`src/rtl/sha256_msg_padder.sv`:
```
// SHA-256 message padder: packs a byte stream into 512-bit blocks with 0x80/zero/length padding.
// Optional SHA_PAD_OVF_EN adds a sticky o_ovf flag for block-index wrap within one message.
module sha256_msg_padder #(
  parameter int CNT_W = 8,
  parameter int LEN_W = 64
) (
  input  logic             clk,
  input  logic             rst_n,
  input  logic             s_valid,
  output logic             s_ready,
  input  logic [7:0]       s_data,
  input  logic             s_last,
  input  logic             s_zero,
  output logic             m_valid,
  input  logic             m_ready,
  output logic [511:0]     m_block,
  output logic             m_last,
  output logic [CNT_W-1:0] m_idx
`ifdef SHA_PAD_OVF_EN
  ,
  output logic             o_ovf
`endif
);

  typedef enum logic [1:0] {FILL, PAD1, PAD2, OUT} state_t;

  state_t           state_reg, state_next;
  logic [6:0]       ptr_reg, ptr_next;
  logic [LEN_W-1:0] len_reg, len_next;
  logic [CNT_W-1:0] idx_reg, idx_next;
  logic             last_reg, last_next;
  logic             fin_reg, fin_next;
  logic             need2_reg, need2_next;
  logic [511:0]     blk_reg, blk_next;
  logic [63:0]      len64;
  logic [7:0]       len_byte [64];
  logic             beat;
  logic             data_beat;

  assign len64     = 64'(len_reg);
  assign s_ready   = (state_reg == FILL) & rst_n;
  assign beat      = s_valid & s_ready;
  assign data_beat = beat & ~s_zero;

  assign m_valid = (state_reg == OUT);
  assign m_block = blk_reg;
  assign m_last  = last_reg;
  assign m_idx   = idx_reg;

  // Per-byte lane of the block buffer; the length field lives in lanes 56..63, MSB first.
  generate
    for (genvar gi = 0; gi < 64; gi++) begin : g_lane
      logic [7:0] cur_b;
      logic [7:0] nxt_b;

      if (gi >= 56) begin : g_len
        assign len_byte[gi] = len64[8*(63-gi) +: 8];
      end else begin : g_nolen
        assign len_byte[gi] = 8'h00;
      end

      assign cur_b = blk_reg[511-8*gi -: 8];

      always_comb begin
        nxt_b = cur_b;
        case (state_reg)
          FILL: begin
            if (data_beat && (ptr_reg == 7'(gi))) nxt_b = s_data;
          end
          PAD1: begin
            if (ptr_reg == 7'(gi))
              nxt_b = 8'h80;
            else if (7'(gi) > ptr_reg)
              nxt_b = (ptr_reg <= 7'd55) ? len_byte[gi] : 8'h00;
          end
          PAD2: nxt_b = len_byte[gi];
          default: ;
        endcase
      end

      assign blk_next[511-8*gi -: 8] = nxt_b;
    end
  endgenerate

  always_comb begin
    state_next = state_reg;
    ptr_next   = ptr_reg;
    len_next   = len_reg;
    idx_next   = idx_reg;
    last_next  = last_reg;
    fin_next   = fin_reg;
    need2_next = need2_reg;
    case (state_reg)
      FILL: begin
        if (beat) begin
          if (s_zero) begin
            // A zero beat without s_last carries nothing and is simply dropped.
            if (s_last) state_next = PAD1;
          end else begin
            ptr_next = ptr_reg + 7'd1;
            len_next = len_reg + LEN_W'(8);
            if (ptr_reg == 7'd63) begin
              state_next = OUT;
              last_next  = 1'b0;
              fin_next   = s_last;
            end else if (s_last) begin
              state_next = PAD1;
            end
          end
        end
      end
      PAD1: begin
        if (ptr_reg <= 7'd55) begin
          last_next = 1'b1;
        end else begin
          last_next  = 1'b0;
          need2_next = 1'b1;
        end
        state_next = OUT;
      end
      PAD2: begin
        last_next  = 1'b1;
        state_next = OUT;
      end
      OUT: begin
        if (m_ready) begin
          if (last_reg) begin
            len_next   = '0;
            ptr_next   = '0;
            idx_next   = '0;
            fin_next   = 1'b0;
            need2_next = 1'b0;
            last_next  = 1'b0;
            state_next = FILL;
          end else if (fin_reg) begin
            // Message ended exactly on a block boundary: next block is pure padding.
            fin_next   = 1'b0;
            ptr_next   = '0;
            idx_next   = idx_reg + CNT_W'(1);
            state_next = PAD1;
          end else if (need2_reg) begin
            need2_next = 1'b0;
            idx_next   = idx_reg + CNT_W'(1);
            state_next = PAD2;
          end else begin
            ptr_next   = '0;
            idx_next   = idx_reg + CNT_W'(1);
            state_next = FILL;
          end
        end
      end
      default: state_next = FILL;
    endcase
  end

  always_ff @(posedge clk or negedge rst_n) begin
    if (!rst_n) begin
      state_reg <= FILL;
      ptr_reg   <= '0;
      len_reg   <= '0;
      idx_reg   <= '0;
      last_reg  <= 1'b0;
      fin_reg   <= 1'b0;
      need2_reg <= 1'b0;
      blk_reg   <= '0;
    end else begin
      state_reg <= state_next;
      ptr_reg   <= ptr_next;
      len_reg   <= len_next;
      idx_reg   <= idx_next;
      last_reg  <= last_next;
      fin_reg   <= fin_next;
      need2_reg <= need2_next;
      blk_reg   <= blk_next;
    end
  end

`ifdef SHA_PAD_OVF_EN
  logic ovf_reg, ovf_next;
  logic in_msg_reg, in_msg_next;
  logic idx_inc;

  assign idx_inc = (state_reg == OUT) & m_ready & ~last_reg;
  assign o_ovf   = ovf_reg;

  always_comb begin
    ovf_next    = ovf_reg;
    in_msg_next = in_msg_reg;
    if (beat && !in_msg_reg) begin
      ovf_next    = 1'b0;
      in_msg_next = 1'b1;
    end
    if (idx_inc && (idx_reg == '1)) ovf_next = 1'b1;
    if ((state_reg == OUT) && m_ready && last_reg) in_msg_next = 1'b0;
  end

  always_ff @(posedge clk or negedge rst_n) begin
    if (!rst_n) begin
      ovf_reg    <= 1'b0;
      in_msg_reg <= 1'b0;
    end else begin
      ovf_reg    <= ovf_next;
      in_msg_reg <= in_msg_next;
    end
  end
`endif

endmodule

```
`config.mk`:
```
export PLATFORM = sky130hd
export DESIGN_NAME = sha256_msg_padder
export DESIGN_NICKNAME = d
export VERILOG_FILES = /design/src/rtl/sha256_msg_padder.sv
export SDC_FILE = /design/constraint.sdc
export NUM_CORES = 1
export LEC_CHECK = 0
export ABC_AREA = 1
export BUFFER_PORTS_ARGS = -buffer_cell sky130_fd_sc_hd__buf_2
export CAP_MARGIN = 20
export CORE_UTILIZATION = 42
export DETAILED_ROUTE_END_ITERATION = 6
export SETUP_SLACK_MARGIN = 0.02
export SLEW_MARGIN = 20
export SYNTH_ARGS = -nofsm -noshare
export SYNTH_HDL_FRONTEND = slang
export SYNTH_SLANG_ARGS = --single-unit
```
`constraint.sdc`:
```
create_clock -name clk -period 3.15 [get_ports clk]
set_clock_uncertainty 0.1 [all_clocks]
set_input_delay 0.315 -clock clk [delete_from_list [all_inputs] [get_ports clk]]
set_output_delay 0.315 -clock clk [all_outputs]
set_load 0.01 [all_outputs]
```
Yosys cells after proc, flatten, opt, wreduce, memory -nomap -nowiden:

Index checks and enable logic that the tools add are counted.

* $add $sub $neg: 3
* $lt $le $gt $ge: 65
* equal/unequal tests: 202
* muxes and demuxes: 301
* bitwise logic cells: 4
* reduce and logical (&&, ||, !) cells: 141

Operator list (number)
* $mux 8: 201
* $pmux 8 s3: 64
* $mux 64: 4
* $eq 7x6->1 const B: 32
* $gt 6x7->1 const A: 32
* $ne 3x3->1 const B: 65
* $reduce_and 3->1: 64
* $ne 2x1->1 const B: 67
* $pmux 64 s2: 1
* $eq 7x5->1 const B: 16
* $gt 5x7->1 const A: 16
* $add 64x4->64 const B: 1
* $logic_and 1x1->1: 64
* $eq 7x4->1 const B: 8
* $gt 4x7->1 const A: 8
* $mux 7: 6
* $eq 7x3->1 const B: 4
* $gt 3x7->1 const A: 4
* $mux 2: 8
* $reduce_and 5->1: 3
* $eq 7x2->1 const B: 2
* $gt 1x7->1 const A: 2
* $gt 2x7->1 const A: 2
* $pmux 7 s2: 1
* 21 further kinds: 41

* register bits after elaboration: 596
* bits of input ports: 14
* output and inout bits: 523
* logic and storage cells: 787

Depth between registers and ports, before layout:

Gate-level depths: netlist of the first run.

* depth in word-level cells: 7
* depth in mapped cells: 13
* gate-level depth less buffers: 12

Worst setup path before layout of the first run:

No wires, ideal clock.

* path type: reg2reg
* from: reg state_reg[0]
* to: reg blk_reg[27] (netlist: m_block[27])
* setup time: 0.065 ns
* arrival time: 1.995 ns
* data required time: 2.985 ns
* setup slack: 0.990 ns
* cell stages (with the launch flop): 14
* buffers on the path: 3
* clock period less this slack: 2.160 ns
* path through: dfrtp_1 inv_1 ha_1 buf_2 buf_2 nand2_1 inv_1 nand3_1 nand2_2 buf_2 nand2_1 nand2_1 nand2_1 nand2_1

* longest elaborated chain between the ends: 7

RTL lines
* start, declared: line 27 `state_t state_reg, state_next;`
* start signal, assigned: line 167 `state_reg <= state_next;`
* $logic_not 2->1: line 41, 66
* $and 1x1->1: line 41 `assign s_ready = (state_reg == FILL) & rst_n;`
* $and 1x1->1: line 42 `assign beat = s_valid & s_ready;`
* $and 1x1->1: line 43 `assign data_beat = beat & ~s_zero;`
* $logic_and 1x1->1: line 68 `if (data_beat && (ptr_reg == 7'(gi))) nxt_b = s_data;`
* $ne 2x1->1 (no line)
* $reduce_and 3->1 (no line)
* end signal, assigned: line 174 `blk_reg <= blk_next;`
* end, declared: line 34 `logic [511:0] blk_reg, blk_next;`

Several ways; a longest one is shown, not always the timed one.
A chain may end at the register's enable or synchronous reset.

Worst setup path in the final report of the first run:

* from: reg state_reg[0]
* to: reg len_reg[38] (netlist: len64[38])

* longest elaborated chain between the ends: 5

RTL lines
* $logic_not 2->1: line 41, 93
* $and 1x1->1: line 41
* $and 1x1->1: line 42
* $ne 2x2->1 (no line)
* $reduce_and 5->1 (no line)
* end signal, assigned: line 169 `len_reg <= len_next;`
* end, declared: line 29 `logic [LEN_W-1:0] len_reg, len_next;`

Several ways; a longest one is shown, not always the timed one.

==> results_dict.tcl, run 1 <==
set metrics [dict create \
    num_rows 92 \
    setup_viol 0 \
    track_usage_pct 29.7 \
    drtAntennaViolNets 0 \
    dieArea_um2 64900 \
    cts_setup_buffers 0 \
    placed_area_um2 30500 \
    power_mw 39.5 \
    wl_per_cell_um 20.8 \
    firstDrtPassIters 6 \
    outcome "finished, final reports clean" \
    final_nets 3856 \
    finalHoldViolCount 0 \
    hold_start "s_zero" \
    crit_start "state_reg[0]" \
    cts_tree "yes" \
    hold_class "input port to register" \
    crit_type "register to register" \
    period_needed_ps 2980 \
    grt_pass1_vias 22800 \
    yosys_register_bits 593 \
    die_h_um 255 \
    grt_max_degree 171 \
    drv_slew 0 \
    start_util_pct 42.5 \
    async_flop_share_pct 100 \
    cts-root-buf "clkbuf_16" \
    drv_cap 0 \
    max_freq_ghz 0.336 \
    yosysWarnings 0 \
    cp.arrival_ps 3360 \
    clkLatencyLatePin_ps 600 \
    worstPathRequired_ps 3530 \
    antenna_found_initial 1 \
    rsz0062_at_grt "no" \
    post-route-util_pct 51.9 \
    grt_pass1_wl_um 146000 \
    fp.coreArea_um2 63100 \
    syn_nets 3324 \
    routed_wl_um 98200 \
    gp_congestion 1.01 \
    dp_hpwl_um 70500 \
    ys_types 53 \
    end_kind "register" \
    startpoint_type "register" \
    port-buffer-count 536 \
    io-pin-count 537 \
    power.density_nw_per_um2 1210 \
    crit_fanout 7 \
    regArea_um2 14800 \
    fill_cells 6291 \
    syn_inst 3298 \
    ir_drop_mv 0.677 \
    cts_buffer_depth 3 \
    syn_area_um2 26800 \
    overflow 0 \
    final.setup.tns_ps 0 \
    clock-sinks 593 \
    p_leak_nw 16.8 \
    final_cell_mix "nand2_1, dfrtp_1, buf_2" \
    multi_input_area_um2 10400 \
    die_w_um 255 \
    r2r-start "state_reg[0]" \
    cts-htree-levels 3 \
    cts_buffers 68 \
    antennaDiodeCount 0 \
    yosys_most_used_dff "dfrtp_1" \
    drtIter0Drc 2243 \
    stdcell_area_um2 32800 \
    ys_seq_area_share_pct 55.3 \
    relSlewSlack_pct 30.9 \
    drive_above_1_share_pct 21.1 \
    finalCritPeriodShare_pct 94.5 \
    via_per_inst 5.20 \
    vias 24600 \
    largest_register_ffs 512 \
    worst_slew_pin_slew_ps 1040 \
    area_growth_pct 22.2 \
    clk_pin_slew_ps 60 \
    avgSynthCellArea_um2 8.13 \
    route.detailed.drc 0 \
    synth_edf_count 0 \
    final_common_cell "nand2_1" \
]
path summary, 6_finish.rpt:
path                       slack (ps)  depth (start not counted)            to
max                               170                         10     len64[38]
min                                60                          4  state_reg[0]
max reg2reg                       170                         10     len64[38]
min reg2reg                       370                          2  m_block[265]
max in group asynchronous        1260                          4  m_block[220]
min in group asynchronous         340                          3  m_block[129]
critical path, stage by stage (launching register included):
cell     delay (ps)
dfrtp_1         400
ha_1            450
nand3_1         470
nand2_1         280
nand2_1         180
nor2_1          360
nand2_1         200
nor2_1          240
nand2_1          80
nand2_1          60
nor2_1           40
cell families (layout without fill, tap and decap cells):
| family | after synthesis | after routing | share of synthesized area, % |
|---|---|---|---|
| DFF | 593 | 593 | 55.3 |
| adders and majority gates | 12 | 12 | 0.560 |
| AOI/OAI and AO/OA | 655 | 655 | 13.0 |
| buffers and inverters | 395 | 977 | 6.07 |
| muxes | 2 | 2 | 0.0793 |
| xor gates and xnor gates | 2 | 2 | 0.0653 |
| and+or+nand+nor | 1639 | 1639 | 24.8 |
power by group:
part	switching, mW	total, mW	leakage (nW)	internal [mW]
clock	3.23	7.95	1.10	4.72
sequential	1.69	12.4	7.65	10.7
combinational	13.5	19.2	8.03	5.62
total	18.5	39.5	16.8	21.0
what timing repair did:
item / in CTS / in global routing
hold buffers: 3 / 0
setup endpoints to repair: 0 / 18
resized for setup: 0 / 5
endpoints found under the hold margin: 78 / 0
area by class of cell:
cell class,count,area share (%)
sequential,593,45.3
multi-input combinational,2310,31.7
timing repair buffer,609,10.1
clock buffer,98,6.06
tap,846,3.23
inverter,248,2.85
clock inverter,22,0.768
per-layer routing:
layer / global-route usage, % / routed length [um] / vias to the layer above
met1: 38.7 / 41100 / 11800
li1: - / - / 11700
met3: 4.83 / 5780 / 199
met2: 50.0 / 47900 / 834
met5: 0 / 9 / -
met4: 10.7 / 3450 / 2
stage by stage:
stage	instances	worst slack (ps)	hold slack, ps
floorplan	3298	990	-80.6
global placement	4603	275	333
detailed placement	4603	222	333
CTS	4726	219	28.3
global route	4726	38.2	73.7
finish	4726	173	63.7
Yosys cell counts, types with 2 or more instances:
master    count  share of area (%)
a21boi_0      3              0.084
a21boi_1      4               0.11
a21oi_1     170                3.2
a21oi_2       2              0.065
a31oi_1      22               0.51
and2_1        2              0.047
buf_1         2              0.028
buf_2        57                1.1
buf_4        13               0.36
buf_6         3               0.13
clkbuf_1     72                1.0
clkinv_1      4              0.056
dfrtp_1     593                 55
ha_1         12               0.56
inv_1       228                3.2
inv_2        15               0.21
nand2_1    1024                 14
nand2_2      19               0.44
nand2_4       2              0.084
nand3_1     126                2.4
nand3_2       3               0.11
nand4_1      41               0.96
nor2_1      358                5.0
nor2_2       19               0.44
nor2_4        7               0.29
nor3_1       28               0.52
nor4_1        3              0.070
o211ai_1      2              0.056
o211ai_2      3               0.14
o21ai_0     341                6.4
o21ai_1      76                1.4
o21ai_2       8               0.26
o21bai_1      7               0.20
o221ai_2      2               0.11
o22ai_1       3              0.070
or2_2         6               0.14
xor2_1        2              0.065
Note: power is estimated with default switching activity, not from simulation.
==> inputs of run 2 (changes only) <==
==> constraint.sdc (replaced) <==
create_clock -name clk -period 3.6 [get_ports clk]
set_clock_uncertainty 0.1 [all_clocks]
set_input_delay 0.36 -clock clk [delete_from_list [all_inputs] [get_ports clk]]
set_output_delay 0.36 -clock clk [all_outputs]
set_load 0.01 [all_outputs]
==> run 2 against run 1 <==
Die area stayed put. Count of clock-buffer cells in the layout is 3 higher. Combinational power is 14% lower. Maximum frequency is 13% lower. Sequential share of layout area is 0.24 points higher. Total power is 13% lower. Worst hold slack better by 32 ps. Non-clock buffer count is 21 lower. Sequential power is 13% lower. Clock power is 14% lower. First-iteration DRC count is 12% lower. Critical endpoint is now m_block[165]. Largest cell class unchanged. Highest routed layer unchanged.
==> results_dict.tcl, run 2 (synthesis gave the netlist of run 1 again) <==
set metrics [dict create \
    final_cell_mix "nand2_1, dfrtp_1, buf_2" \
    overflow 0 \
    die_h_um 255 \
    crit_type "register to register" \
    cts_buffer_depth 3 \
    grt_pass1_wl_um 143000 \
    finalHoldViolCount 0 \
    cts-root-buf "clkbuf_16" \
    critPathSlowestCell "ha_1" \
    cts_setup_buffers 0 \
    dp_hpwl_um 69600 \
    hold_depth 4 \
    place_inst 4582 \
    ir_drop_mv 0.454 \
    start_util_pct 42.5 \
    num_rows 92 \
    cp_cell_sequence "inv_1 > ha_1 > inv_2 > nor2_1 > nand2_1 > inv_1 > o21ai_0 > nand3_1 > nand2_1 > o21ai_1" \
    power.density_nw_per_um2 1050 \
    grt_max_degree 163 \
    crit_start "state_reg[1]" \
    clockPowerShare_pct 20.0 \
    routed_wl_um 97700 \
    fill_cells 6253 \
    antenna_found_initial 3 \
    setup_viol 0 \
    die_w_um 255 \
    clkLatencyLatePin_ps 620 \
    r2r_cells 10 \
    cts-htree-levels 3 \
    grt_pass1_vias 22600 \
    end_kind "register" \
    startpoint_type "register" \
    p_sw_mw 16.1 \
    drive_above_1_share_pct 20.4 \
    max_freq_ghz 0.292 \
    area_growth_pct 21.6 \
    whs_ps 95.3 \
    relSlewSlack_pct 25.4 \
    sw_frac_of_total_pct 47.1 \
    cp.buffers_inverters 3 \
    via_per_inst 5.17 \
    worst-path-stages 10 \
    final_nets 3834 \
    gp_congestion 0.993 \
    worst_slew_pin_slew_ps 1120 \
    p_leak_nw 16.7 \
    largest_register_ffs 512 \
    path_delay_family "simple AND/OR/NAND/NOR gates" \
    max_stage_delay_ps 560 \
    rsz0062_at_grt "no" \
    drv_cap 0 \
    r2r-start "state_reg[1]" \
    vias 24300 \
    wl_per_cell_um 20.8 \
    placed_area_um2 30300 \
    track_usage_pct 29.4 \
    drtIter0Drc 1975 \
    dieArea_um2 64900 \
    io-pin-count 537 \
    cts_tree "yes" \
    p_seq_share_pct 31.5 \
    period_needed_ps 3430 \
    cts_buffers 67 \
    clk_pin_slew_ps 60 \
    route.detailed.drc 0 \
    drv_slew 0 \
    stdcell_area_um2 32600 \
    internal_power_mw 18.1 \
    final.setup.tns_ps 0 \
    crit_fanout 16 \
    clock-sinks 593 \
    port-buffer-count 536 \
    power_mw 34.3 \
    cp.arrival_ps 3840 \
    layoutNonFillerInstCount 4703 \
    worstPathRequired_ps 4010 \
    outcome "finished, final reports clean" \
    drtAntennaViolNets 0 \
    hold_class "input port to register" \
    fp.coreArea_um2 63100 \
    pwr-share-comb_pct 48.5 \
    final_common_cell "nand2_1" \
    firstDrtPassIters 5 \
    finalCritPeriodShare_pct 95.3 \
    hold_start "s_zero" \
]
## run 2: changes by cell type in the layout (fill, tap and decap cells not counted), sizes merged
cell      change
buf          -21
bufinv        -3
clkbuf        +3
clkinv        -2
clkinvlp      -2
diode         +1
inv           +1
## run 2: metal layers
| metal | global-route usage, % | wire length [um] | vias to the layer above |
|---|---|---|---|
| met5 | 0 | 25 | - |
| met4 | 11.5 | 3270 | 4 |
| met3 | 4.76 | 5880 | 169 |
| met2 | 50.1 | 48300 | 862 |
| met1 | 37.4 | 40300 | 11600 |
| li1 | - | - | 11700 |
## run 2: worst paths after layout
| check | endpoint | slack, ps |
|---|---|---|
| worst min register to register | m_block[267] | 360 |
| worst max-delay path | m_block[165] | 170 |
| worst min-delay path | state_reg[0] | 100 |
| max in group asynchronous | m_block[120] | 1170 |
| worst max register to register | m_block[165] | 170 |
| min in group asynchronous | ptr_reg[1] | 200 |
## run 2: timing repair
action	in CTS	in global routing
endpoints found under the hold margin	26	0
gates resized for setup	0	0
hold buffers	3	0
## run 2: power by group through the flow
stage,combinational (mW),sequential (mW),clock (mW)
finish,16.6,10.8,6.84
global route,18.3,11.1,7.23
CTS,16.7,10.8,6.96
detailed placement,16.7,10.9,0
global placement,16.4,10.8,0
floorplan,8.79,11.8,0
## run 2: metrics by stage
step | utilization, % | worst slack, ps
6_report | 51.7 | 171
5_1_grt | 51.7 | 75.1
4_1_cts | 51.7 | 266
3_5_place_dp | 48.1 | 295
3_3_place_gp | 48.1 | 340
2_1_floorplan | - | 1440
## run 2: tightest hold or removal path, delay by kind of cell
family	cells	cell delay, ps
buffers and inverters	1	130
AND/OR/NAND/NOR	1	50
AO/OA/AOI/OAI	2	220
## run 2: final cells by class
| cell class | instances | area, um2 | area share [%] |
|---|---|---|---|
| sequential | 593 | 14800 | 45.5 |
| multi-input combinational | 2310 | 10400 | 31.8 |
| timing repair buffer | 588 | 3190 | 9.79 |
| clock buffer | 101 | 2020 | 6.18 |
| tap | 846 | 1060 | 3.25 |
| inverter | 248 | 933 | 2.86 |
| clock inverter | 16 | 199 | 0.610 |
| antenna | 1 | 2.50 | 0.00768 |
